<file path="src/rtl/down_timer_pkg.sv">
// Shared types and constants for the down_timer block.
package down_timer_pkg;
  typedef enum logic {IDLE = 1'b0, RUN = 1'b1} state_t;

  localparam int DEFAULT_SIZE = 3;
endpackage

</file>
<file path="src/rtl/down_counter_core.sv">
// Loadable down counter that saturates at zero and flags when it sits at zero.
module down_counter_core
  import down_timer_pkg::*;
#(
  parameter int SIZE = DEFAULT_SIZE
) (
  input  logic            clk,
  input  logic            rst,
  input  logic            load_i,
  input  logic [SIZE-1:0] load_val_i,
  input  logic            dec_i,
  output logic [SIZE-1:0] cnt_o,
  output logic            zero_o
);

  logic [SIZE-1:0] cnt_q, cnt_d;

  assign zero_o = (cnt_q == '0);
  assign cnt_o  = cnt_q;

  // Decrement is ignored at zero so the count never wraps to all-ones.
  always_comb begin
    cnt_d = cnt_q;
    if (load_i)
      cnt_d = load_val_i;
    else if (dec_i && !zero_o)
      cnt_d = cnt_q - SIZE'(1);
  end

  always_ff @(posedge clk or negedge rst) begin
    if (!rst) cnt_q <= '0;
    else      cnt_q <= cnt_d;
  end

endmodule

</file>
<file path="src/rtl/down_timer.sv">
// Cascadable one-shot / auto-reload down timer.
// Define DOWN_TIMER_STICKY_DONE_EN to hold done until the next start, ld or reset.
module down_timer
  import down_timer_pkg::*;
#(
  parameter int SIZE = DEFAULT_SIZE
) (
  input  logic            clk,
  input  logic            rst,
  input  logic [SIZE-1:0] PI,
  input  logic            ld,
  input  logic            en,
  input  logic            borrowIn,
  input  logic            start,
  input  logic            mode,
  output logic [SIZE-1:0] PO,
  output logic            borrowOut,
  output logic            busy,
  output logic            done
);

  state_t          state_q;
  logic [SIZE-1:0] reload_q;
  logic            done_q;

  logic            dec_evt, term_evt, cnt_zero;
  logic            core_load;
  logic [SIZE-1:0] core_val;

  assign busy      = (state_q == RUN);
  assign done      = done_q;
  assign dec_evt   = busy && en && borrowIn && !ld;
  // A restart in the same cycle takes precedence over reaching terminal count.
  assign term_evt  = dec_evt && cnt_zero && !start;
  assign borrowOut = busy && en && borrowIn && cnt_zero;

  assign core_load = ld || start || (term_evt && mode);
  assign core_val  = ld ? PI : reload_q;

  down_counter_core #(.SIZE(SIZE)) u_core (
    .clk       (clk),
    .rst       (rst),
    .load_i    (core_load),
    .load_val_i(core_val),
    .dec_i     (dec_evt && !start),
    .cnt_o     (PO),
    .zero_o    (cnt_zero)
  );

  always_ff @(posedge clk or negedge rst) begin
    if (!rst) begin
      state_q  <= IDLE;
      reload_q <= '0;
      done_q   <= 1'b0;
    end else begin
      if (ld)
        reload_q <= PI;

      if (start)
        state_q <= RUN;
      else if (term_evt && !mode)
        state_q <= IDLE;

`ifdef DOWN_TIMER_STICKY_DONE_EN
      if (start || ld)
        done_q <= 1'b0;
      else if (term_evt)
        done_q <= 1'b1;
`else
      done_q <= term_evt;
`endif
    end
  end

endmodule

</file>
<file path="config.mk">
export PLATFORM = sky130hd
export DESIGN_NAME = down_timer
export DESIGN_NICKNAME = d
export VERILOG_FILES = /design/src/rtl/down_timer_pkg.sv /design/src/rtl/down_counter_core.sv /design/src/rtl/down_timer.sv
export SDC_FILE = /design/constraint.sdc
export NUM_CORES = 1
export LEC_CHECK = 0
export ABC_AREA = 1
export ABC_CLOCK_PERIOD_IN_PS = 1500
export BUFFER_PORTS_ARGS = -buffer_cell sky130_fd_sc_hd__buf_2
export CAP_MARGIN = 20
export CELL_PAD_IN_SITES_DETAIL_PLACEMENT = 1
export CELL_PAD_IN_SITES_GLOBAL_PLACEMENT = 2
export CORE_MARGIN = 2
export CORE_UTILIZATION = 26
export DETAILED_ROUTE_END_ITERATION = 10
export GPL_ROUTABILITY_DRIVEN = 0
export PLACE_DENSITY_LB_ADDON = 0.1
export SLEW_MARGIN = 0
export SYNTH_ARGS = -nofsm -noshare
export SYNTH_HDL_FRONTEND = slang
export SYNTH_SLANG_ARGS = --single-unit
</file>
<file path="constraint.sdc">
create_clock -name clk -period 1.5 [get_ports clk]
set_input_delay 0.225 -clock clk [delete_from_list [all_inputs] [get_ports clk]]
set_output_delay 0.225 -clock clk [all_outputs]
set_load 0.01 [all_outputs]
</file>
# ---- Word-level counts from Yosys, hierarchy flattened
# Index checks and enable logic that the tools add are counted.
dict set report classes {
  muxes 5
  n_reduce_logical 19
  add_sub_neg 1
}
# op count
set op_table {}
lappend op_table {{1-bit logical AND} 10}
lappend op_table {{3-bit 2-to-1 mux} 3}
lappend op_table {{1-bit zero test} 4}
lappend op_table {{2-bit nonzero test} 2}
lappend op_table {{3-bit zero test} 1}
lappend op_table {{3-bit by 1-bit subtractor with 3-bit output (second input constant)} 1}
lappend op_table {{1-bit logical OR} 2}
lappend op_table {{1-bit 2-to-1 mux} 2}
dict set report totals {
  input_bits 10
  register_bits 8
  elab_cells 29
}

# ---- Logic depth before layout (Yosys ltp)
# Gate-level depths: netlist of the first run.
dict set report logic_depth {
  word_depth 8
  mapped_depth 9
  ltp_nobuf 9
}

# ---- Hierarchy
# From an unflattened synthesis of the first run, not the netlist that was laid out.
dict set report unflattened {
  hier_cells 51
  hier_area_um2 426.7
}
# mod area_per_inst_um2 n_inst seq_area_each_um2 cells_each
set by_module_without_submodules {}
lappend by_module_without_submodules {down_timer 234.0 1 125.1 24}
lappend by_module_without_submodules {down_counter_core 192.7 1 75.1 27}

# ---- Worst setup path before layout of the first run
# OpenSTA, ideal clock, no wires.
dict set report synth_path {
  kind {register to register}
  start {register u_core.cnt_q[0] (netlist: u_core.cnt_o[0])}
  end {register u_core.cnt_q[2] (netlist: u_core.cnt_o[2])}
  n_path_buf 0
  required_ns 1.383
  period_less_slack_ns 1.276
  t_arrival_ns 1.159
  setup_slack_ns 0.224
  stages_incl_launch_ff 10
  cell_sequence {dfrtp_1 -> inv_1 -> ha_1 -> inv_1 -> nor2_4 -> nand3_4 -> nand2_2 -> nand2_1 -> nand2_1 -> nand2_1}
}
dict set report synth_via {
  elab_chain_len 6
}
# item line
set synth_lines {}
lappend synth_lines {{from (decl)} down_counter_core.sv:16} ;# logic [SIZE-1:0] cnt_q, cnt_d;
lappend synth_lines {{from (signal assigned)} down_counter_core.sv:32} ;# else cnt_q <= cnt_d;
lappend synth_lines {{parallel branches: the longest is 6 deep, another holds 3-bit by 1-bit subtractor with 3-bit output} --}
# Parallel ways; which one is timed is not known. The select of a mux whose other input is x is not followed.
# A chain may end at the register's enable or synchronous reset.

# ---- Worst setup path in the final report of the first run
dict set report layout_path {
  start {register u_core.cnt_q[0] (netlist: u_core.cnt_o[0])}
  end {output port borrowOut}
}
dict set report layout_via {
  elab_chain_len 2
}
# item line
set layout_lines {}
lappend layout_lines {{3-bit zero test} down_counter_core.sv:18} ;# assign zero_o = (cnt_q == '0);
lappend layout_lines {{1-bit logical AND} down_timer.sv:35} ;# assign borrowOut = busy && en && borrowIn && cnt_zero;
lappend layout_lines {{to (decl)} down_timer.sv:17} ;# output logic borrowOut,
# Every way passes these cells.

==> results.cfg, run 1 <==
[final_layout]
area.growth.synth_to_final_pct = 36.9
insertedDiodeCount = 0
multiInputGateArea_sq_um = 254
num-fill-cells = 237
drive_above_1_share = 0.419
sequential_cell_area_sq_um = 200
finish.net_count = 100
final_core_util = 0.384

[run_status]
outcome = complete, no violations

[route]
drtIter0Drc = 1
postRouteWirelength_microns = 1120
drt_pass1_iterations = 2
post-route-drc-count = 0
final_antenna_net_count = 0
detail_route.vias_per_cell = 4.15
drt-wirelength-per-cell_microns = 10.1
num_vias = 461

[grt]
grt_max_degree = 9
antenna_found_initial = 0
grt_pass1_wl_microns = 1800
grt_use_total = 0.121
via_count_of_the_first_global_routing_pass = 436
global_route.overflow_total = 0

[synth]
mean_instance_size_in_the_synthesized_netlist_sq_um = 7.86
ys_async_sr_fraction = 1.00
flops_latches_synth = 8
yosys-top-cells-count = nand2_1 (20), inv_1 (11), dfrtp_1 (8)
post_synth_num_cell_types = 15
yosys.area.top_type = dfrtp_1
yosysWarningCount = 0
post-synth-top-count-cell = nand2_1
synth-seq-area-share = 0.404
syn-cell-area_sq_um = 495
ys_dominant_reg_cell = dfrtp_1
synth-edff-count = 0
synth_top_cells_by_area = dfrtp_1 (40%), nand2_1 (15%), inv_1 (8.3%)
synth_fp_nets = 75
synthesized_instance_count = 63
synthDominantCellAreaShare = 0.404

[clocking]
cts-root-to-sink-buffers = 2
numClockSinks = 8
cts.root.buffer_cell = clkbuf_4
maximum_level_of_the_cts_h_tree = 1
clk-insertion-delay-late_ns = 0.25
cts_buffers = 3
clkTransAtPathRegs_ns = 0.06
cts_tree = done

[floorplan]
initial_utilization = 0.281
die_w_microns = 47.7
vertical_die_dimension_microns = 47.7
die_area_sq_mm = 0.00227
placement_rows = 15
design.core.area_sq_mm = 0.00176
ioPinCount = 16

[sta]
maxSlewViolCount = 0
max_freq_ghz = 0.698
setup-violations-final = 0
timing_worst_slew_pin_value_ns = 0.276
min_period_over_period = 0.955
report.final.hold_viol_count = 0
fin_crit_ns = 1.43
maxSlewHeadroom = 0.816
fin_skew_ns = 0.00486
fin_setup_tns_ns = 0

[power]
p_comb_frac = 0.270
pwr-share-seq = 0.437
power.density_mw_per_mm2 = 835
ir_drop_uv = 365
leakagePower_nw = 0.367
intPower_uw = 393
total_switching_power_uw = 173
pwr-share-clk = 0.293
swShare = 0.305
report.power.total_uw = 566

[min_path]
hold_path_depth = 2
worst_hold_startpoint = start
worst_hold_path_type = in2reg
timing.hold.worst_endpoint = busy

[worst_setup_path]
regToRegSetupSlack_ns = 0.21
arr_time_crit_path_ns = 1.21
ff2ff_path_depth = 9
timing.setup.critical_path_class = reg2out
crit_chain = inv_2 > ha_2 > nand2_2 > nor2_4 > buf_6
timing.critical_path.slowest_stage_cell = dfrtp_1
reg2reg_to = u_core.cnt_o[1]
cp_data_required_time_ns = 1.27
worstPathMaxFanout = 3
startpoint_type = flop
critical_path.endpoint_type = output port
timing.rr.start = u_core.cnt_o[0]
startpoint = u_core.cnt_o[0]
slowest_delay_ns = 0.38

[place]
numPortBuffers = 15
dp_hpwl_microns = 875

[run]
maxCapViolCount = 0
[critical path, delay by kind of cell, from the launching register on]
family	cells	cell delay (ns)
buf+inv	2	0.19
flops	1	0.38
fa+ha+maj	1	0.18
simple gates	2	0.20
[stage by stage]
step | std cells | hold WS, ns | setup slack [ns] | instance area (sq um)
2_1_floorplan | 63 | -0.0706 | 0.224 | 495
3_5_place_dp | 103 | 0.0803 | 0.144 | 602
4_1_cts | 109 | 0.183 | 0.00948 | 657
5_1_grt | 111 | 0.208 | -0.0164 | 678
6_report | 111 | 0.192 | 0.0681 | 678
3_3_place_gp | 103 | 0.0818 | 0.146 | 602
[layer usage]
| layer | up-vias | track usage | wire length, microns |
|---|---|---|---|
| met1 | 210 | 0.143 | 497 |
| met2 | 8 | 0.189 | 545 |
| met4 | 0 | 0.114 | 36 |
| li1 | 239 | - | - |
| met5 | - | 0 | 0 |
| met3 | 4 | 0.0113 | 37 |
[cells in the final DEF (no fill, tap or decap)]
master | Yosys | final
buf_2 | 0 | 14
buf_4 | 0 | 4
buf_6 | 0 | 1
clkbuf_4 | 0 | 3
dfrtp_1 | 8 | 8
dlygate4sd3_1 | 0 | 1
ha_1 | 2 | 1
ha_2 | 0 | 1
inv_1 | 11 | 10
inv_2 | 2 | 3
mux2_1 | 1 | 1
nand2_1 | 20 | 20
nand2_2 | 3 | 3
nand3_1 | 4 | 4
nand3_4 | 1 | 1
nand4_1 | 2 | 2
nor2_1 | 1 | 1
nor2_2 | 3 | 2
nor2_4 | 2 | 3
o21ai_1 | 2 | 2
o21bai_2 | 1 | 1
[power by group through the flow]
stage / clock network (mW) / registers [mW] / logic, mW
6_report: 0.166 / 0.247 / 0.153
5_1_grt: 0.185 / 0.250 / 0.179
4_1_cts: 0.176 / 0.247 / 0.149
3_5_place_dp: 0 / 0.253 / 0.131
3_3_place_gp: 0 / 0.252 / 0.131
2_1_floorplan: 0 / 0.256 / 0.0779
[what timing repair did]
item | CTS | global route
gates resized for setup | 3 | 1
pin swaps | 0 | 1
buffers inserted | 2 | 2
endpoints found under the setup margin | 1 | 1
endpoints found under the hold margin | 8 | 0
hold buffers | 1 | 0
[kinds of logic after synthesis]
family,synth area share
AND/OR/NAND/NOR,0.381
AO/OA/AOI/OAI,0.0429
buffers and inverters,0.0985
multiplexers,0.0227
adder cells (fa/ha/maj),0.0505
flip-flops,0.404
[registers in the layout, summed over array words and instances (netlist names)]
name	count
done	1
reload_q	3
u_core.cnt_o	3
busy	1
[how the worst max path moves through the flow]
| stage | to | slack (ns) | cells after the start |
|---|---|---|---|
| floorplan | u_core.cnt_o[2] | 0.22 | 9 |
| global placement | u_core.cnt_o[1] | 0.15 | 9 |
| detailed placement | u_core.cnt_o[1] | 0.14 | 9 |
| CTS | borrowOut | 0.009 | 5 |
| global route | borrowOut | -0.02 | 5 |
| finish | borrowOut | 0.07 | 5 |
[layout make-up]
type / count / area share
Clock buffer: 3 / 0.0332
Sequential cell: 8 / 0.295
Tap cell: 25 / 0.0461
Inverter: 13 / 0.0720
Multi-Input combinational cell: 42 / 0.375
Timing Repair Buffer: 20 / 0.179
No activity file was read; power rests on OpenSTA's default activity.
==> inputs of run 2 (changes only) <==
--- a/config.mk
+++ b/config.mk
@@ -10,9 +10,9 @@
 export BUFFER_PORTS_ARGS = -buffer_cell sky130_fd_sc_hd__buf_2
 export CAP_MARGIN = 20
 export CELL_PAD_IN_SITES_DETAIL_PLACEMENT = 1
-export CELL_PAD_IN_SITES_GLOBAL_PLACEMENT = 2
+export CELL_PAD_IN_SITES_GLOBAL_PLACEMENT = 1
 export CORE_MARGIN = 2
-export CORE_UTILIZATION = 26
+export CORE_UTILIZATION = 33
 export DETAILED_ROUTE_END_ITERATION = 10
 export GPL_ROUTABILITY_DRIVEN = 0
 export PLACE_DENSITY_LB_ADDON = 0.1
==> run 2 against run 1 <==
Compared with the run above: power shrank 2.4%; largest power group unchanged; sequential share of layout area increased by 1.2 points; critical endpoint unchanged; largest cell class unchanged; combinational power is 7% lower; register-to-register slack worse by 0.03 ns.
==> results.cfg, run 2 (synthesis gave the netlist of run 1 again) <==
[sta]
fin_crit_ns = 1.42
rsz0062_at_grt = no
maxSlewHeadroom = 0.814
min_period_over_period = 0.945
max_freq_ghz = 0.705
setup-violations-final = 0
report.final.hold_viol_count = 0
fin_skew_ns = 0.00146
maxSlewViolCount = 0
timing_worst_slew_pin_value_ns = 0.278
fin_setup_tns_ns = 0

[clocking]
clk-insertion-delay-late_ns = 0.25
cts-root-to-sink-buffers = 2
clkTransAtPathRegs_ns = 0.05
numClockSinks = 8
cts.root.buffer_cell = clkbuf_4
maximum_level_of_the_cts_h_tree = 1
cts_buffers = 3
cts_tree = done

[final_layout]
final_cell_mix = nand2_1 (20), buf_2 (14), inv_1 (9)
finish.net_count = 98
instances_no_fill = 99
insertedDiodeCount = 0
area.growth.synth_to_final_pct = 31.3
final_common_cell = nand2_1
num-fill-cells = 165
drive_above_1_share = 0.417

[worst_setup_path]
critical_path.endpoint_type = output port
worstPathMaxFanout = 3
reg2reg_to = u_core.cnt_o[1]
cp_data_required_time_ns = 1.27
startpoint = u_core.cnt_o[0]
arr_time_crit_path_ns = 1.19
timing.rr.start = u_core.cnt_o[0]
regToRegSetupSlack_ns = 0.18
crit_chain = inv_2 > ha_2 > nand2_2 > nor2_4 > buf_6
slowest_delay_ns = 0.39
startpoint_type = flop
timing.critical_path.slowest_stage_cell = dfrtp_1
timing.setup.critical_path_class = reg2out
cp-endpoint = borrowOut
ff2ff_path_depth = 9

[route]
drtIter0Drc = 4
num_vias = 460
drt-wirelength-per-cell_microns = 11.2
detail_route.vias_per_cell = 4.65
final_antenna_net_count = 0
post-route-drc-count = 0
drt_pass1_iterations = 4
postRouteWirelength_microns = 1110

[grt]
global_route.usage.met3 = 0.0681
grt_max_degree = 9
antenna_found_initial = 0
global_route.overflow_total = 0
met1_usage = 0.186
via_count_of_the_first_global_routing_pass = 467
globalRouteMet2Util = 0.239
grt_use_total = 0.149
busiest_layer = met2
grt_pass1_wl_microns = 2040

[floorplan]
initial_utilization = 0.367
placement_rows = 13
die_w_microns = 42.8
die_area_sq_mm = 0.00183
vertical_die_dimension_microns = 42.8
design.core.area_sq_mm = 0.00135
ioPinCount = 16

[run_status]
outcome = complete, no violations

[place]
numPortBuffers = 15
dp_hpwl_microns = 925
numPlacedInstances = 93

[run]
maxCapViolCount = 0

[power]
leakagePower_nw = 0.356
power.density_mw_per_mm2 = 849
ir_drop_uv = 514

[min_path]
worst_hold_path_type = in2reg
run 2: changes by cell type in the layout (fill, tap and decap cells not counted), sizes merged:
cell and change:
buf -2
run 2: worst min-delay path by stage:
stage | depth (start not counted) | slack (ns) | to | from
after floorplan | 0 | -0.07 | busy | rst
after global placement | 1 | 0.08 | busy | rst
after detailed placement | 1 | 0.08 | done | rst
after CTS | 2 | 0.21 | busy | start
after global routing | 2 | 0.20 | busy | start
final | 2 | 0.21 | busy | start
run 2: metrics by stage:
stage / hold WS, ns / utilization / area [sq um] / power (mW) / setup WS [ns]
global route: 0.195 / 0.482 / 651 / 0.599 / 0.00754
finish: 0.206 / 0.482 / 651 / 0.553 / 0.0821
floorplan: -0.0706 / - / 495 / 0.334 / 0.224
detailed placement: 0.0800 / 0.437 / 589 / 0.384 / 0.138
CTS: 0.207 / 0.466 / 629 / 0.556 / 0.00327
global placement: 0.0792 / 0.437 / 589 / 0.381 / 0.183
run 2: worst max-delay path: cells and delay by family (launching register included):
kind,cells,cell delay [ns]
fa+ha+maj,1,0.18
simple gates,2,0.18
buf+inv,2,0.19
flops,1,0.39
run 2: what timing repair did:
action / in CTS / in global routing
buffers inserted: 0 / 2
resized for setup: 3 / 2
hold endpoints to repair: 8 / 0
setup endpoints to repair: 1 / 1
pin swaps: 0 / 1
hold buffers: 1 / 0
run 2: power breakdown:
| part | internal (mW) | leakage [nW] | switching (mW) |
|---|---|---|---|
| clock | 0.0913 | 0.0138 | 0.0692 |
| sequential | 0.235 | 0.0910 | 0.0156 |
| combinational | 0.0594 | 0.251 | 0.0825 |
run 2: layout make-up:
class / count / area [sq um] / area share
clock buffers: 3 / 22.5 / 0.0346
well taps: 15 / 18.8 / 0.0288
multi-input cells: 42 / 254 / 0.390
inverters: 13 / 48.8 / 0.0750
repair buffers: 18 / 106 / 0.163
flip-flops and latches: 8 / 200 / 0.308
run 2: routing by layer:
metal  routed length, microns  up-vias
met5                        0        -
met4                        0        0
met3                       90        0
met2                      548       14
met1                      473      211
li1                         -      235
==> inputs of run 3 (changes only) <==
--- a/config.mk
+++ b/config.mk
@@ -6,12 +6,12 @@
 export NUM_CORES = 1
 export LEC_CHECK = 0
 export ABC_AREA = 1
-export ABC_CLOCK_PERIOD_IN_PS = 1500
+export ABC_CLOCK_PERIOD_IN_PS = 1400
 export BUFFER_PORTS_ARGS = -buffer_cell sky130_fd_sc_hd__buf_2
 export CAP_MARGIN = 20
 export CELL_PAD_IN_SITES_DETAIL_PLACEMENT = 1
 export CELL_PAD_IN_SITES_GLOBAL_PLACEMENT = 1
-export CORE_MARGIN = 2
+export CORE_MARGIN = 10
 export CORE_UTILIZATION = 33
 export DETAILED_ROUTE_END_ITERATION = 10
 export GPL_ROUTABILITY_DRIVEN = 0
==> constraint.sdc (replaced) <==
create_clock -name clk -period 1.4 [get_ports clk]
set_input_delay 0.21 -clock clk [delete_from_list [all_inputs] [get_ports clk]]
set_output_delay 0.21 -clock clk [all_outputs]
set_load 0.01 [all_outputs]
==> run 3 against run 2 <==
Compared with the run above: register-to-register slack got worse by 0.08 ns; die area increased by 89%; core utilization grew 3.3 points; critical path depth stayed put; final area grew 6.9%; power up 16%; non-clock buffer count up 4; worst setup slack worse by 0.039 ns.
==> results.cfg, run 3 (synthesis gave the netlist of run 1 again) <==
[floorplan]
ioPinCount = 16
vertical_die_dimension_microns = 58.8
placement_rows = 13
die_w_microns = 58.8
die_area_sq_mm = 0.00345
initial_utilization = 0.367
design.core.area_sq_mm = 0.00135

[final_layout]
num-fill-cells = 179
area.growth.synth_to_final_pct = 40.4
final_common_cell = nand2_1
finish.instance_area_sq_um = 696
multiInputGateArea_sq_um = 269
final_cell_mix = nand2_1 (20), buf_2 (14), inv_1 (9)
finish.net_count = 102
insertedDiodeCount = 0
drive_above_1_share = 0.443
sequential_cell_area_sq_um = 200

[grt]
global_route.usage.met3 = 0.0451
grt_pass1_wl_microns = 2180
antenna_found_initial = 0
grt_max_degree = 9
globalRouteMet2Util = 0.122
global_route.overflow_total = 0
grt_use_total = 0.0771
busiest_layer = met2
via_count_of_the_first_global_routing_pass = 505
met1_usage = 0.0864

[sta]
rsz0062_at_grt = yes
setup-violations-final = 0
fin_crit_ns = 1.36
maxSlewViolCount = 0
timing_worst_slew_pin_value_ns = 0.264
report.final.hold_viol_count = 0
max_freq_ghz = 0.737
fin_skew_ns = 0.00751
worst_slack_ns = 0.0435
min_period_over_period = 0.969
maxSlewHeadroom = 0.824

[place]
preCtsSetupSlack_ns = 0.0609
numPortBuffers = 15
dp_hpwl_microns = 1070
placed_cell_area_sq_um = 589

[worst_setup_path]
timing.critical_path.slowest_stage_cell = dfrtp_1
timing.setup.critical_path_class = reg2out
worstPathMaxFanout = 3
worst_path_top_cell_family_by_delay = flip-flops
crit_buf_inv = 2
slowest_delay_ns = 0.39
critical_path.endpoint_type = output port
startpoint_type = flop
arr_time_crit_path_ns = 1.15
cp_data_required_time_ns = 1.19
crit_chain = inv_2 > ha_4 > nand2_4 > nor2_4 > buf_6

[power]
intPower_uw = 433
total_switching_power_uw = 207
pwr-share-clk = 0.289
report.power.total_uw = 640
power.density_mw_per_mm2 = 920
p_comb_frac = 0.295
leakagePower_nw = 0.385
swShare = 0.323
ir_drop_uv = 433
pwr-share-seq = 0.416

[route]
drt_pass1_iterations = 2
postRouteWirelength_microns = 1360
drtIter0Drc = 1
final_antenna_net_count = 0
drt-wirelength-per-cell_microns = 13.2
post-route-drc-count = 0
detail_route.vias_per_cell = 4.60
num_vias = 474

[min_path]
worst_hold_path_type = in2reg

[clocking]
cts-root-to-sink-buffers = 2
maximum_level_of_the_cts_h_tree = 1
clk-insertion-delay-late_ns = 0.25
cts_buffers = 3
cts_tree = done
numClockSinks = 8
clkTransAtPathRegs_ns = 0.07
cts.root.buffer_cell = clkbuf_4

[run_status]
outcome = complete, no violations

[run]
maxCapViolCount = 0
-- run 3: cell count changes in the layout (fill, tap and decap cells not counted), sizes merged --
cell,before,now
buf,17,21
-- run 3: timing repair --
action                                 4_1_cts  5_1_grt
endpoints found under the hold margin        8        0
setup buffers                                3        3
pin swaps                                    1        3
setup endpoints to repair                    1        3
resized for setup                            5        2
hold buffers                                 1        0
-- run 3: path summary, 6_finish.rpt --
kind / startpoint / to / slack (ns) / depth (start not counted)
max: u_core.cnt_o[1] / borrowOut / 0.04 / 5
min: start / busy / 0.20 / 2
max reg2reg: u_core.cnt_o[1] / busy / 0.10 / 9
min reg2reg: reload_q[1] / reload_q[1] / 0.48 / 2
max in group asynchronous: rst / reload_q[0] / 0.89 / 2
min in group asynchronous: rst / busy / 0.33 / 2
-- run 3: final cells by class --
class,instances,area share
clock buffer,3,0.0324
tap,15,0.0270
timing repair buffer,22,0.196
sequential,8,0.288
multi-input combinational,42,0.387
inverter,13,0.0701
-- run 3: metrics by stage --
step / util / hold slack [ns] / setup TNS, ns / instances
floorplan: - / -0.0856 / 0 / 63
global placement: 0.437 / 0.0631 / 0 / 93
detailed placement: 0.437 / 0.0722 / 0 / 93
CTS: 0.495 / 0.191 / 0 / 100
global route: 0.515 / 0.197 / -0.0172 / 103
finish: 0.515 / 0.199 / 0 / 103
-- run 3: power groups by stage --
stage	sequential, mW	combinational (mW)	clock [mW]
finish	0.266	0.189	0.185
global route	0.268	0.216	0.200
CTS	0.265	0.174	0.188
detailed placement	0.271	0.147	0
global placement	0.270	0.141	0
floorplan	0.274	0.0835	0
-- run 3: worst register-to-register path: cells and delay by family (launching register included) --
| kind | cells | cell delay [ns] |
|---|---|---|
| DFF | 1 | 0.39 |
| and+or+nand+nor | 4 | 0.31 |
| buffers and inverters | 3 | 0.29 |
| adders and majority gates | 1 | 0.15 |
| AOI/OAI and AO/OA | 1 | 0.06 |
-- run 3: layer usage --
layer	vias to the layer above	routed length, microns
met2	14	643
met5	-	0
met3	2	170
met1	215	537
met4	0	6
li1	243	-
